**src/rtl/instr_pkg.sv**
```systemverilog
// rtl/instr_pkg.sv - opcode field layout, instruction limits and encoder state shared with the decoder
package instr_pkg;

    localparam int OPCODE_W = 12;
    localparam int FIELD_W  = 3;

    localparam int TYPE_MSB  = 11;
    localparam int TYPE_LSB  = 9;
    localparam int SUB_MSB   = 8;
    localparam int SUB_LSB   = 6;
    localparam int REG_A_MSB = 5;
    localparam int REG_A_LSB = 3;
    localparam int REG_B_MSB = 2;
    localparam int REG_B_LSB = 0;

    localparam int NUM_INSTR_TYPES = 6;

    typedef struct packed {
        logic [FIELD_W-1:0] type_f;
        logic [FIELD_W-1:0] sub;
        logic [FIELD_W-1:0] reg_a;
        logic [FIELD_W-1:0] reg_b;
    } opcode_t;

    typedef enum logic [1:0] {
        ST_IDLE = 2'd0,
        ST_LOAD = 2'd1,
        ST_FULL = 2'd2
    } enc_state_t;

    function automatic opcode_t pack_opcode(
        input logic [FIELD_W-1:0] type_f,
        input logic [FIELD_W-1:0] sub,
        input logic [FIELD_W-1:0] reg_a,
        input logic [FIELD_W-1:0] reg_b
    );
        opcode_t op;
        op.type_f = type_f;
        op.sub    = sub;
        op.reg_a  = reg_a;
        op.reg_b  = reg_b;
        return op;
    endfunction

endpackage

```
**src/rtl/sync_fifo.sv**
```systemverilog
// rtl/sync_fifo.sv - single-clock FIFO with synchronous flush; read data is the head entry
module sync_fifo #(
    parameter int WIDTH = 12,
    parameter int DEPTH = 4
) (
    input  logic             clk,
    input  logic             rst_n,
    input  logic             flush,
    input  logic             push,
    input  logic [WIDTH-1:0] push_data,
    input  logic             pop,
    output logic [WIDTH-1:0] head,
    output logic             full,
    output logic             empty
);

    localparam int PTR_W = $clog2(DEPTH);
    localparam logic [PTR_W:0] PTR_ONE = {{PTR_W{1'b0}}, 1'b1};

    logic [WIDTH-1:0] mem_q [DEPTH];
    logic [PTR_W:0]   wr_ptr_q;
    logic [PTR_W:0]   rd_ptr_q;

    always_ff @(posedge clk) begin
        if (push && !flush) begin
            mem_q[wr_ptr_q[PTR_W-1:0]] <= push_data;
        end
    end

    // Extra pointer MSB tells a full FIFO apart from an empty one.
    always_ff @(posedge clk or negedge rst_n) begin
        if (!rst_n) begin
            wr_ptr_q <= '0;
            rd_ptr_q <= '0;
        end else if (flush) begin
            wr_ptr_q <= '0;
            rd_ptr_q <= '0;
        end else begin
            if (push) begin
                wr_ptr_q <= wr_ptr_q + PTR_ONE;
            end
            if (pop) begin
                rd_ptr_q <= rd_ptr_q + PTR_ONE;
            end
        end
    end

    assign empty = (wr_ptr_q == rd_ptr_q);
    assign full  = (wr_ptr_q[PTR_W] != rd_ptr_q[PTR_W]) &&
                   (wr_ptr_q[PTR_W-1:0] == rd_ptr_q[PTR_W-1:0]);
    assign head  = mem_q[rd_ptr_q[PTR_W-1:0]];

endmodule

```
**src/rtl/instr_encoder.sv**
```systemverilog
// rtl/instr_encoder.sv - packs instruction fields into opcodes and streams them to program memory; ENCODER_CHECK_EN enables type checking
module instr_encoder
    import instr_pkg::*;
#(
    parameter int DEPTH  = 4,
    parameter int ADDR_W = 8
) (
    input  logic              clk,
    input  logic              rst_n,
    input  logic              start,
    input  logic              in_valid,
    output logic              in_ready,
    input  logic [2:0]        in_type,
    input  logic [2:0]        in_sub,
    input  logic [2:0]        in_reg_a,
    input  logic [2:0]        in_reg_b,
    input  logic              mem_ready,
    output logic              mem_wr_en,
    output logic [ADDR_W-1:0] mem_wr_addr,
    output logic [11:0]       mem_wr_data,
    output logic [ADDR_W:0]   count,
    output logic              prog_full,
    output logic              err
);

    enc_state_t          state_q;
    logic [ADDR_W-1:0]   addr_q, addr_d;
    logic [ADDR_W:0]     count_q, count_d;
    logic                prog_full_q;
    logic                wr_en_q;
    logic [ADDR_W-1:0]   wr_addr_q;
    logic [OPCODE_W-1:0] wr_data_q;

    opcode_t             op_in;
    logic [OPCODE_W-1:0] fifo_head;
    logic                fifo_full, fifo_empty, fifo_flush;
    logic                accept, type_bad, push, pop, last_addr;

    assign op_in    = pack_opcode(in_type, in_sub, in_reg_a, in_reg_b);
    assign in_ready = (state_q == ST_LOAD) && !fifo_full && !start;
    assign accept   = in_valid && in_ready;

`ifdef ENCODER_CHECK_EN
    logic err_q;

    assign type_bad = (int'(in_type) >= NUM_INSTR_TYPES);

    always_ff @(posedge clk or negedge rst_n) begin
        if (!rst_n) begin
            err_q <= 1'b0;
        end else begin
            err_q <= accept && type_bad;
        end
    end

    assign err = err_q;
`else
    assign type_bad = 1'b0;
    assign err      = 1'b0;
`endif

    assign push = accept && !type_bad;
    assign pop  = (state_q == ST_LOAD) && !fifo_empty && mem_ready && !start;

    // Once the address space is exhausted, anything still buffered is dropped.
    assign fifo_flush = start || (state_q == ST_FULL);

    assign last_addr = (addr_q == {ADDR_W{1'b1}});
    assign addr_d    = addr_q + {{(ADDR_W-1){1'b0}}, 1'b1};
    assign count_d   = count_q + {{ADDR_W{1'b0}}, 1'b1};

    sync_fifo #(
        .WIDTH (OPCODE_W),
        .DEPTH (DEPTH)
    ) u_fifo (
        .clk       (clk),
        .rst_n     (rst_n),
        .flush     (fifo_flush),
        .push      (push),
        .push_data (op_in),
        .pop       (pop),
        .head      (fifo_head),
        .full      (fifo_full),
        .empty     (fifo_empty)
    );

    always_ff @(posedge clk or negedge rst_n) begin
        if (!rst_n) begin
            state_q     <= ST_IDLE;
            addr_q      <= '0;
            count_q     <= '0;
            prog_full_q <= 1'b0;
            wr_en_q     <= 1'b0;
            wr_addr_q   <= '0;
            wr_data_q   <= '0;
        end else begin
            wr_en_q <= 1'b0;
            if (start) begin
                state_q     <= ST_LOAD;
                addr_q      <= '0;
                count_q     <= '0;
                prog_full_q <= 1'b0;
            end else if (pop) begin
                wr_en_q   <= 1'b1;
                wr_addr_q <= addr_q;
                wr_data_q <= fifo_head;
                addr_q    <= addr_d;
                count_q   <= count_d;
                if (last_addr) begin
                    state_q     <= ST_FULL;
                    prog_full_q <= 1'b1;
                end
            end
        end
    end

    assign mem_wr_en   = wr_en_q;
    assign mem_wr_addr = wr_addr_q;
    assign mem_wr_data = wr_data_q;
    assign count       = count_q;
    assign prog_full   = prog_full_q;

endmodule

```
**config.mk**
```make
export PLATFORM = sky130hd
export DESIGN_NAME = instr_encoder
export DESIGN_NICKNAME = d
export VERILOG_FILES = /design/src/rtl/instr_pkg.sv /design/src/rtl/sync_fifo.sv /design/src/rtl/instr_encoder.sv
export SDC_FILE = /design/constraint.sdc
export NUM_CORES = 1
export LEC_CHECK = 0
export ABC_AREA = 1
export CAP_MARGIN = 20
export CELL_PAD_IN_SITES_DETAIL_PLACEMENT = 0
export CELL_PAD_IN_SITES_GLOBAL_PLACEMENT = 2
export CORE_UTILIZATION = 38
export CTS_CLUSTER_DIAMETER = 80
export DETAILED_ROUTE_END_ITERATION = 12
export PLACE_DENSITY_LB_ADDON = 0.1
export SYNTH_ARGS = -nofsm -noshare
export SYNTH_HDL_FRONTEND = slang
export SYNTH_HIERARCHICAL = 1
export SYNTH_SLANG_ARGS = --single-unit
```
**constraint.sdc**
```tcl
create_clock -name clk -period 4.45 [get_ports clk]
set_input_delay 0.89 -clock clk [delete_from_list [all_inputs] [get_ports clk]]
set_output_delay 0.89 -clock clk [all_outputs]
set_load 0.05 [all_outputs]
```
==> run_results.csv <==
group,metric,value,unit
detailed_routing,dr.pass1.iters,6,
logic_synthesis,synth-seq-cells,94,
worst_hold_path,min-delay-start,"mem_wr_data[1]$_DFFE_PN0P_",
worst_setup_path,r2r_start,"u_fifo/rd_ptr_q[1]$_DFFE_PN0P_",
sta,worst_slew_pin_slew,0.639,ns
cells_and_area,multi_input_area,1350,µm²
sta,maxSlewHeadroom,57.4,%
detailed_routing,drt_iter0_drc,88,
cells_and_area,n_antenna_cell,0,
power_and_ir_drop,combPwrFrac,18.3,%
clocking,clock_tree.root_cell,"clkbuf_16",
die,die_y,109,µm
worst_setup_path,start_kind,"primary input",
cells_and_area,nets,510,
sta,min_period,3.29,ns
power_and_ir_drop,p_switching,0.000640,W
die,ios,50,
die,rows,38,
clocking,postCtsHoldBufs,0,
clocking,h-tree-depth,3,
logic_synthesis,avgSynthCellArea,9.92,µm²
logic_synthesis,ys_types,31,
global_route,grt_max_degree,47,
power_and_ir_drop,clock_power_share,36.7,%
clocking,clock_sinks,94,
logic_synthesis,synth_common_cells,"nand2_1 (145), inv_1 (54), edfxtp_1 (48)",
power_and_ir_drop,p_seq_share,44.9,%
placement,place_hpwl,6110,µm
logic_synthesis,yosysWarnings,6,
die,die_area,11800,µm²
detailed_routing,viasPerCell,4.66,
die,die_w,109,µm
clocking,numCtsBuffers,9,
global_route,grt_pass1_wl,14700,µm
sta,hold_violations,0,
logic_synthesis,synthArstFlopShare,48.9,%
logic_synthesis,synth_edf_count,48,
sta,finalSetupViolCount,0,
worst_setup_path,crit_required,3.56,ns
power_and_ir_drop,p_int,0.00159,W
sta,max_freq,304,MHz
sta,rsz0062_at_grt,"no",
power_and_ir_drop,ir_drop,0.244,mV
clocking,cts_resized,0,
clocking,cts_setup_buffers,0,
logic_synthesis,synthFlopType,"edfxtp_1",
clocking,clk_pin_slew_worst_paths,0.06,ns
detailed_routing,via_count,2938,
global_route,grt_usage,17.3,%
die,start_util,39.5,%
die,core,10900,µm²
worst_setup_path,path_class,"primary input to output pin",
logic_synthesis,syn_nets,459,
detailed_routing,drc_errors,0,
power_and_ir_drop,p_sw_share,28.7,%
worst_setup_path,cp.arrival,2.40,ns
placement,io_buffers,48,
cells_and_area,nFillCells,1058,
detailed_routing,wl_per_cell,14.3,µm
worst_hold_path,hold_path_class,"flip-flop to flip-flop",
worst_setup_path,end_kind,"output pin",
clocking,insertion_delay,0.35,ns
power_and_ir_drop,power_leakage,2.29,nW
worst_setup_path,cp_max_fo,3,
global_route,antenna_found_initial,0,
logic_synthesis,synth-seq-area-share,60.1,%
detailed_routing,routed_wirelength,9020,µm
cells_and_area,fin_area,5180,µm²
placement,gp_congestion,0.729,
logic_synthesis,syn_inst,435,
global_route,overflow,0,
logic_synthesis,synth_top_cell_area_share,33.4,%
cells_and_area,area.growth.synth_to_final,19.9,%
sta,tns,0,ns
placement,placed_area,4860,µm²
clocking,tritoncts,"yes",
power_and_ir_drop,p_per_area,431,nW/µm²
cells_and_area,area.sequential,2590,µm²
sta,fin_skew,0.00730,ns
status,status,"completed",
detailed_routing,ant_nets,0,
sta,finalCritPeriodShare,74.0,%
logic_synthesis,syn_area,4320,µm²
logic_synthesis,yosysTopAreaCell,"edfxtp_1",
global_route,first_global_vias,2888,
sta,drv_slew,0,
logic_synthesis,synth_area_leaders,"edfxtp_1 (33%), dfrtp_1 (27%), nand2_1 (13%), inv_1 (4.7%), o211ai_2 (3.5%)",
logic_synthesis,synth_most_common_cell,"nand2_1",
clocking,clockBufferDepth,2,
worst_setup_path,worstSetupStartpoint,"start",
flow_run,drv_cap,0,
cells_and_area,layout-drive-gt1-share,10.8,%
-- cell type report --
class / instances / share of cell area, %
inverters: 58 / 4.35
repair buffers: 54 / 10.1
multi-input cells: 269 / 26.1
clock buffers: 10 / 4.42
well taps: 140 / 3.38
clock inverters: 6 / 1.67
flip-flops and latches: 94 / 50.1
-- worst paths after layout --
kind | end | slack, ns | cells after the start
max in group asynchronous | u_fifo/wr_ptr_q[1]$_DFFE_PN0P_ | 3.37 | 2
min in group asynchronous | mem_wr_addr[0]$_DFFE_PN0P_ | 0.64 | 2
worst max register to register | u_fifo/rd_ptr_q[1]$_DFFE_PN0P_ | 1.95 | 11
worst min register to register | mem_wr_data[1]$_DFFE_PN0P_ | 0.48 | 2
worst max-delay path | in_ready | 1.16 | 3
worst min-delay path | mem_wr_data[1]$_DFFE_PN0P_ | 0.48 | 2
-- power by group through the flow --
stage	combinational (W)	clock (W)	sequential, W
floorplan	0.000108	0	0.00118
global placement	0.000413	0	0.00102
detailed placement	0.000414	0	0.00102
CTS	0.000416	0.000848	0.00100
global route	0.000436	0.000884	0.00101
finish	0.000409	0.000819	0.00100
-- metal layers --
layer	share of wire, %	track usage, %	up-vias
met2	50	29.6	50
met1	45	20.5	1386
met3	3.1	3.38	13
met4	2.2	8.88	0
met5	0	0	-
li1	-	-	1489
-- flip-flops by register name, summed over array words and instances (netlist names) --
| signal | cells |
|---|---|
| u_fifo/rd_ptr_q | 3 |
| addr_q | 8 |
| mem_wr_data | 12 |
| u_fifo/mem_q | 48 |
| state_q | 2 |
| mem_wr_en | 1 |
| count | 9 |
| mem_wr_addr | 8 |
| u_fifo/wr_ptr_q | 3 |
-- logic make-up (layout without fill, tap and decap cells) --
kind of cell	count (synthesis)	in the layout	share of synthesized area (%)
xor gates and xnor gates	5	5	1.01
DFF	94	94	60.1
AOI/OAI and AO/OA	47	47	7.74
other	1	1	0.0869
adders and majority gates	7	7	2.03
and+or+nand+nor	209	209	20.4
buffers and inverters	72	128	8.70
-- stage by stage --
| step | hold slack, ns | instances | power, W | utilization, % | worst slack (ns) |
|---|---|---|---|---|---|
| 2_1_floorplan | 0.486 | 435 | 0.00129 | - | 1.08 |
| 3_3_place_gp | 0.462 | 615 | 0.00143 | 44.5 | 1.16 |
| 3_5_place_dp | 0.465 | 615 | 0.00143 | 44.5 | 1.15 |
| 4_1_cts | 0.483 | 631 | 0.00227 | 47.3 | 1.12 |
| 5_1_grt | 0.506 | 631 | 0.00233 | 47.3 | 1.00 |
| 6_report | 0.480 | 631 | 0.00223 | 47.3 | 1.16 |
-- worst max-delay path, cell delays in order --
cell             delay [ns]
clkdlybuf4s50_1        0.45
nor3_1                 0.23
clkdlybuf4s50_1        0.84
-- cells in the final DEF, fill, tap and decap left out, types with 4 or more instances in the layout --
cell / count
nor2_1: 33
o211ai_2: 12
buf_4: 6
xnor2_1: 5
ha_1: 7
edfxtp_1: 48
clkdlybuf4s50_1: 47
nand4_1: 4
inv_1: 54
o21ai_0: 5
nand3_1: 10
a21oi_1: 7
clkbuf_16: 9
o21ai_1: 21
nand2_2: 9
dfrtp_1: 46
nand2_1: 145
No activity file was read; power rests on OpenSTA's default activity.
